==> config.mk <==
export PLATFORM = sky130hd
export DESIGN_NAME = pid_sumador_multicanal
export DESIGN_NICKNAME = d
export VERILOG_FILES = /design/src/rtl/pid_sumador_multicanal_pkg.sv /design/src/rtl/pid_sumador_multicanal_saturador.sv /design/src/rtl/pid_sumador_multicanal.sv
export SDC_FILE = /design/constraint.sdc
export NUM_CORES = 1
export LEC_CHECK = 0
export CORE_MARGIN = 8
export CORE_UTILIZATION = 45
export DETAILED_ROUTE_END_ITERATION = 10
export PLACE_DENSITY = 0.69
export SKIP_LAST_GASP = 1
export SLEW_MARGIN = 20
export SYNTH_ARGS = -nofsm -noshare
export SYNTH_HDL_FRONTEND = slang
export SYNTH_SLANG_ARGS = --single-unit
==> constraint.sdc <==
create_clock -name clk -period 4.1 [get_ports clk]
set_input_delay 0.41 -clock clk [delete_from_list [all_inputs] [get_ports clk]]
set_output_delay 0.41 -clock clk [all_outputs]
set_load 0.01 [all_outputs]
==> src/rtl/pid_sumador_multicanal_pkg.sv <==
// Shared constants and helpers for the multichannel PID error summer.
// Default width, channel count and counter width live here for all loops.
package pid_sumador_multicanal_pkg;

    localparam int unsigned N_DEF = 16;
    localparam int unsigned C_DEF = 4;
    localparam int unsigned CNT_W = 8;

    function automatic int unsigned ch_width(input int unsigned c);
        return (c > 1) ? $clog2(c) : 1;
    endfunction

    // Saturation event counter sticks at all-ones until reset.
    function automatic logic [CNT_W-1:0] cnt_sat_inc(input logic [CNT_W-1:0] v);
        return (v == '1) ? v : v + 1'b1;
    endfunction

endpackage

==> src/rtl/pid_sumador_multicanal_saturador.sv <==
// Combinational clamp of a W+2-bit signed value into [SAT_MIN, SAT_MAX].
// Reusable by other loops; flags report which limit was applied.
module pid_saturador #(
    parameter int unsigned W       = 16,
    parameter longint      SAT_MAX = (longint'(1) << (W - 1)) - 1,
    parameter longint      SAT_MIN = -(longint'(1) << (W - 1))
) (
    input  logic signed [W+1:0] din,
    output logic signed [W-1:0] dout,
    output logic                hi,
    output logic                lo
);

    localparam logic signed [W+1:0] MAX_X = (W + 2)'(SAT_MAX);
    localparam logic signed [W+1:0] MIN_X = (W + 2)'(SAT_MIN);

    always_comb begin
        hi   = (din > MAX_X);
        lo   = (din < MIN_X);
        dout = din[W-1:0];
        if (hi) begin
            dout = MAX_X[W-1:0];
        end else if (lo) begin
            dout = MIN_X[W-1:0];
        end
    end

endmodule

==> src/rtl/pid_sumador_multicanal.sv <==
// Two-stage, saturating ik - pk - dk summer shared by C time-multiplexed
// control channels, with per-channel hold-last-output registers.
module pid_sumador_multicanal
    import pid_sumador_multicanal_pkg::*;
#(
    parameter int unsigned  W       = N_DEF,
    parameter int unsigned  C       = C_DEF,
    parameter longint       SAT_MAX = (longint'(1) << (W - 1)) - 1,
    parameter longint       SAT_MIN = -(longint'(1) << (W - 1)),
    localparam int unsigned CW      = ch_width(C)
) (
    input  logic                clk,
    input  logic                reset,
    input  logic                enable,
    input  logic                in_valid,
    input  logic [CW-1:0]       in_ch,
    input  logic signed [W-1:0] ik,
    input  logic signed [W-1:0] pk,
    input  logic signed [W-1:0] dk,
    input  logic                clr_ch_valid,
    input  logic [CW-1:0]       clr_ch,
    input  logic [CW-1:0]       rd_ch,
    output logic signed [W-1:0] rd_data,
    output logic                out_valid,
    output logic [CW-1:0]       out_ch,
    output logic signed [W-1:0] resultado,
    output logic                sat_hi,
    output logic                sat_lo,
    output logic [CNT_W-1:0]    sat_cnt
);

    logic                accept;
    logic signed [W+1:0] ik_x, pk_x, dk_x, diff;

    logic                s1_valid;
    logic [CW-1:0]       s1_ch;
    logic signed [W+1:0] s1_val;

    logic signed [W-1:0] sat_val;
    logic                sat_hi_c, sat_lo_c;

    logic signed [W-1:0] ch_regs [C];

    // Two guard bits make the three-operand difference exact.
    assign ik_x   = {{2{ik[W-1]}}, ik};
    assign pk_x   = {{2{pk[W-1]}}, pk};
    assign dk_x   = {{2{dk[W-1]}}, dk};
    assign diff   = ik_x - pk_x - dk_x;
    assign accept = in_valid && enable && (32'(in_ch) < C);

    always_ff @(posedge clk or posedge reset) begin
        if (reset) begin
            s1_valid <= 1'b0;
            s1_ch    <= '0;
            s1_val   <= '0;
        end else begin
            s1_valid <= accept;
            s1_ch    <= in_ch;
            s1_val   <= diff;
        end
    end

    pid_saturador #(
        .W       (W),
        .SAT_MAX (SAT_MAX),
        .SAT_MIN (SAT_MIN)
    ) u_saturador (
        .din  (s1_val),
        .dout (sat_val),
        .hi   (sat_hi_c),
        .lo   (sat_lo_c)
    );

    always_ff @(posedge clk or posedge reset) begin
        if (reset) begin
            out_valid <= 1'b0;
            out_ch    <= '0;
            resultado <= '0;
            sat_hi    <= 1'b0;
            sat_lo    <= 1'b0;
            sat_cnt   <= '0;
        end else begin
            out_valid <= s1_valid;
            sat_hi    <= s1_valid && sat_hi_c;
            sat_lo    <= s1_valid && sat_lo_c;
            if (s1_valid) begin
                out_ch    <= s1_ch;
                resultado <= sat_val;
                if (sat_hi_c || sat_lo_c) begin
                    sat_cnt <= cnt_sat_inc(sat_cnt);
                end
            end
        end
    end

    // Clear is assigned after the write so it wins on a same-channel collision;
    // out-of-range clear channels match no index and are ignored.
    always_ff @(posedge clk or posedge reset) begin
        if (reset) begin
            for (int unsigned i = 0; i < C; i++) begin
                ch_regs[i] <= '0;
            end
        end else begin
            for (int unsigned i = 0; i < C; i++) begin
                if (s1_valid && (s1_ch == CW'(i))) begin
                    ch_regs[i] <= sat_val;
                end
                if (clr_ch_valid && (clr_ch == CW'(i))) begin
                    ch_regs[i] <= '0;
                end
            end
        end
    end

    always_comb begin
        rd_data = '0;
        for (int unsigned i = 0; i < C; i++) begin
            if (rd_ch == CW'(i)) begin
                rd_data = ch_regs[i];
            end
        end
    end

endmodule

==> metrics.txt <==
# TYPE chip_impl_metric gauge
chip_impl_info{name="run_status",value="finished clean"} 1
chip_impl_metric{name="layout-drive-gt1-share",unit="%"} 9.655
chip_impl_metric{name="finish.net_count",unit=""} 805
chip_impl_info{name="clk_root_buffer_cell",value="clkbuf_16"} 1
chip_impl_info{name="route.top_layer_used",value="met4"} 1
chip_impl_metric{name="initial_core_util",unit="%"} 46.22
chip_impl_metric{name="area.growth.synth_to_final",unit="%"} 28.17
chip_impl_info{name="timing.setup.critical_path_class",value="input pin to output port"} 1
chip_impl_metric{name="clock_path_buffers",unit=""} 2
chip_impl_metric{name="worst_skew_pair.late_latency",unit="ns"} 0.41
chip_impl_metric{name="cts_made_buffers",unit=""} 17
chip_impl_metric{name="post_cts_buffers",unit=""} 0
chip_impl_info{name="synth_top_cell_by_area",value="dfrtp_1"} 1
chip_impl_metric{name="timing.final.crit_period",unit="ns"} 2.817
chip_impl_metric{name="setup_violations_final",unit=""} 0
chip_impl_info{name="hold_path.class",value="input pin to async pin"} 1
chip_impl_info{name="tritoncts_clock_tree",value="done"} 1
chip_impl_metric{name="grt_pass1_vias",unit=""} 4964
chip_impl_metric{name="die_w",unit="um"} 132.6
chip_impl_metric{name="multiInputGateArea",unit="sq um"} 2928
chip_impl_info{name="setup.worst_path.start_class",value="input pin"} 1
chip_impl_metric{name="util_after_layout",unit="%"} 59.24
chip_impl_metric{name="timing.critical_path.required",unit="ns"} 3.69
chip_impl_metric{name="synth_cell_types",unit=""} 57
chip_impl_metric{name="cts_clock_pin_slew_for_the_worst_setup_and_hold_paths",unit="ns"} 0.05
chip_impl_metric{name="synth-async-reset-ratio",unit="%"} 100.0
chip_impl_metric{name="cts_hold_repair.buffers",unit=""} 0
chip_impl_metric{name="largest_net_degree_at_the_start_of_global_routing",unit=""} 72
chip_impl_metric{name="power_density_relative_to_cell_area",unit="nW/um^2"} 573.9
chip_impl_metric{name="postCtsResizedCells",unit=""} 0
chip_impl_metric{name="final.fill_count",unit=""} 1155
chip_impl_metric{name="vias_per_cell",unit=""} 5.242
chip_impl_metric{name="routed_wl",unit="um"} 14050
chip_impl_metric{name="syn_area",unit="sq um"} 6121
chip_impl_metric{name="total_power",unit="uW"} 4502
chip_impl_metric{name="cap_violations",unit=""} 0
chip_impl_metric{name="postLayoutSetupSlackWorst",unit="ns"} 1.283
chip_impl_metric{name="grt_antenna_before_repair",unit=""} 0
chip_impl_metric{name="arrival_time_worst_endpoint",unit="ns"} 2.41
chip_impl_metric{name="antennaDiodeCount",unit=""} 0
chip_impl_metric{name="routed_wire_length_per_instance",unit="um"} 15.60
chip_impl_metric{name="postSynthCellCount",unit=""} 613
chip_impl_metric{name="synth-edff-count",unit=""} 0
chip_impl_metric{name="final_hold_violating_endpoints",unit=""} 0
chip_impl_metric{name="setup_total_negative_slack",unit="ns"} 0
chip_impl_metric{name="achievable-frequency",unit="MHz"} 355.0
chip_impl_metric{name="core.rowCount",unit=""} 42
chip_impl_metric{name="slew-limit-headroom",unit="%"} 36.43
chip_impl_metric{name="placeableCoreArea",unit="sq um"} 13240
chip_impl_metric{name="drcViolationCount",unit=""} 0
chip_impl_metric{name="drtAntennaViolNets",unit=""} 0
chip_impl_metric{name="regArea",unit="sq um"} 2853
chip_impl_info{name="crit_path_end_kind",value="output port"} 1
chip_impl_metric{name="detailedPlacementHpwl",unit="um"} 10150
chip_impl_metric{name="grt_first_pass_wirelength",unit="um"} 23710
chip_impl_info{name="ys.flop_type",value="dfrtp_1"} 1
chip_impl_metric{name="synth_largest_type_area_fraction",unit="%"} 46.61
chip_impl_metric{name="ys_ff_latch",unit=""} 114
chip_impl_metric{name="cts_htree_levels",unit=""} 4
chip_impl_metric{name="m1WireLength",unit="um"} 6140
chip_impl_info{name="rsz0062_at_grt",value="false"} 1
chip_impl_metric{name="port_buffers",unit=""} 103
chip_impl_metric{name="critical_path.max_fanout",unit=""} 16
chip_impl_metric{name="aggregate_global_route_resource_usage",unit="%"} 16.48
chip_impl_metric{name="power.leakage",unit="uW"} 0.003570
chip_impl_metric{name="grt-ovfl-total",unit=""} 0
chip_impl_metric{name="syn_avg_cell_area",unit="sq um"} 9.985
chip_impl_metric{name="synthesis.nets",unit=""} 706
chip_impl_metric{name="max_slew.worst_pin.slew",unit="ns"} 0.9505
chip_impl_metric{name="dieArea",unit="sq um"} 17590
chip_impl_metric{name="design.portCount",unit=""} 104
chip_impl_metric{name="place.gp.congestion",unit=""} 0.8633
chip_impl_metric{name="power.ir.vdd_worst",unit="mV"} 0.3070
chip_impl_metric{name="tritoncts_num_sinks",unit=""} 114
chip_impl_metric{name="place_ws",unit="ns"} 1.158
chip_impl_metric{name="met2RoutedLength",unit="um"} 7097
chip_impl_metric{name="sequential_fraction_of_the_synthesis_area",unit="%"} 46.61
chip_impl_info{name="synth_top_cells_by_area",value="dfrtp_1, nand2_1, o21ai_0"} 1
chip_impl_metric{name="die-height",unit="um"} 132.6
chip_impl_metric{name="first_iter_violations",unit=""} 328
chip_impl_metric{name="post-route-period-util",unit="%"} 68.70
chip_impl_metric{name="worst_clock_skew",unit="ns"} 0.009468
chip_impl_metric{name="maxSlewViolCount",unit=""} 0
chip_impl_metric{name="vias",unit=""} 4723
chip_impl_metric{name="ys.warnings.count",unit=""} 0
chip_impl_metric{name="detail_route.first_pass.iterations",unit=""} 5
chip_impl_metric{name="detailroute.wirelength.met3",unit="um"} 676
chip_impl_metric{name="fin_hold_ws",unit="ns"} 0.4204
-- flip-flops by register name, summed over array words and instances (netlist names) --
name       flops
resultado     16
sat_cnt        8
sat_lo         1
sat_hi         1
s1_ch          2
ch_regs       64
out_valid      1
s1_val        18
s1_valid       1
out_ch         2
-- cell usage in the layout, fill, tap and decap left out, types with 5 or more instances in the layout --
cell / instances
dfrtp_1: 114
nand2_1: 106
clkdlybuf4s50_1: 103
o21ai_0: 72
inv_1: 56
nor2_1: 42
a21oi_1: 30
ha_1: 18
mux2i_1: 17
clkbuf_16: 17
mux4_2: 16
fa_1: 16
xnor2_1: 10
nand3_1: 9
clkinv_2: 7
xor2_1: 6
and3_1: 5
a21o_1: 5
buf_4: 5
-- critical path: stages --
cell,delay (ns)
clkdlybuf4s50_1,1.04
mux4_2,0.45
clkdlybuf4s50_1,0.50
-- cell usage after synthesis (all sizes together), types with 2 or more instances --
master	n
a2111oi	2
o21a	2
mux2	2
nor4	2
nand4	2
nand2	106
fa	16
mux2i	17
o31a	2
and3	5
xor2	6
mux4	16
and2	4
nand2b	3
nor3b	2
nand3	10
a31oi	4
o211ai	4
buf	14
o21ai	76
a21boi	2
clkbuf	15
a21o	5
or3	4
ha	18
dfrtp	114
and3b	3
nor2	42
nor2b	2
inv	57
xnor2	10
nor3	2
a21oi	32
-- report_power, final --
group	internal [uW]	total [uW]	switching, uW
combinational	709	1460	749
sequential	1450	1720	267
clock	839	1330	490
total	3000	4500	1510
-- stage by stage --
step	instances	instance area, sq um
after global placement	869	7302
after floorplan	613	6121
after CTS	901	7845
final	901	7845
after global routing	901	7845
after detailed placement	869	7306
-- worst paths after layout --
path | startpoint | endpoint | slack (ns) | depth (start not counted)
min | reset | sat_cnt[5]$_DFFE_PP0P_ | 0.42 | 2
min reg2reg | ch_regs[54]$_DFFE_PP0P_ | ch_regs[54]$_DFFE_PP0P_ | 0.47 | 2
min in group clk | in_ch[0] | s1_ch[0]$_DFF_PP0_ | 0.46 | 1
max in group asynchronous | reset | ch_regs[22]$_DFFE_PP0P_ | 2.91 | 3
max reg2reg | s1_val[17]$_DFF_PP0_ | sat_cnt[1]$_DFFE_PP0P_ | 2.01 | 4
max | rd_ch[1] | rd_data[15] | 1.28 | 3
-- per-layer routing --
layer | global-route usage, % | vias up
met4 | 5.931 | 0
met1 | 19.10 | 2316
li1 | - | 2264
met3 | 4.428 | 15
met5 | 0 | -
met2 | 28.66 | 128
-- cell type report --
class                           count  share of cell area [%]
Clock buffer                       21                   5.742
Tap cell                          176                   2.807
Sequential cell                   114                   36.36
Inverter                           57                   2.759
Multi-Input combinational cell    413                   37.32
Clock inverter                     11                   1.132
Timing Repair Buffer              109                   13.88
-- logic make-up after synthesis --
logic type	synth area share, %
simple gates	13.43
mux	9.035
xor+xnor	2.289
flops	46.61
buf+inv	5.621
compound gates	14.10
fa+ha+maj	8.913
Power figures use the tool's default switching activity.
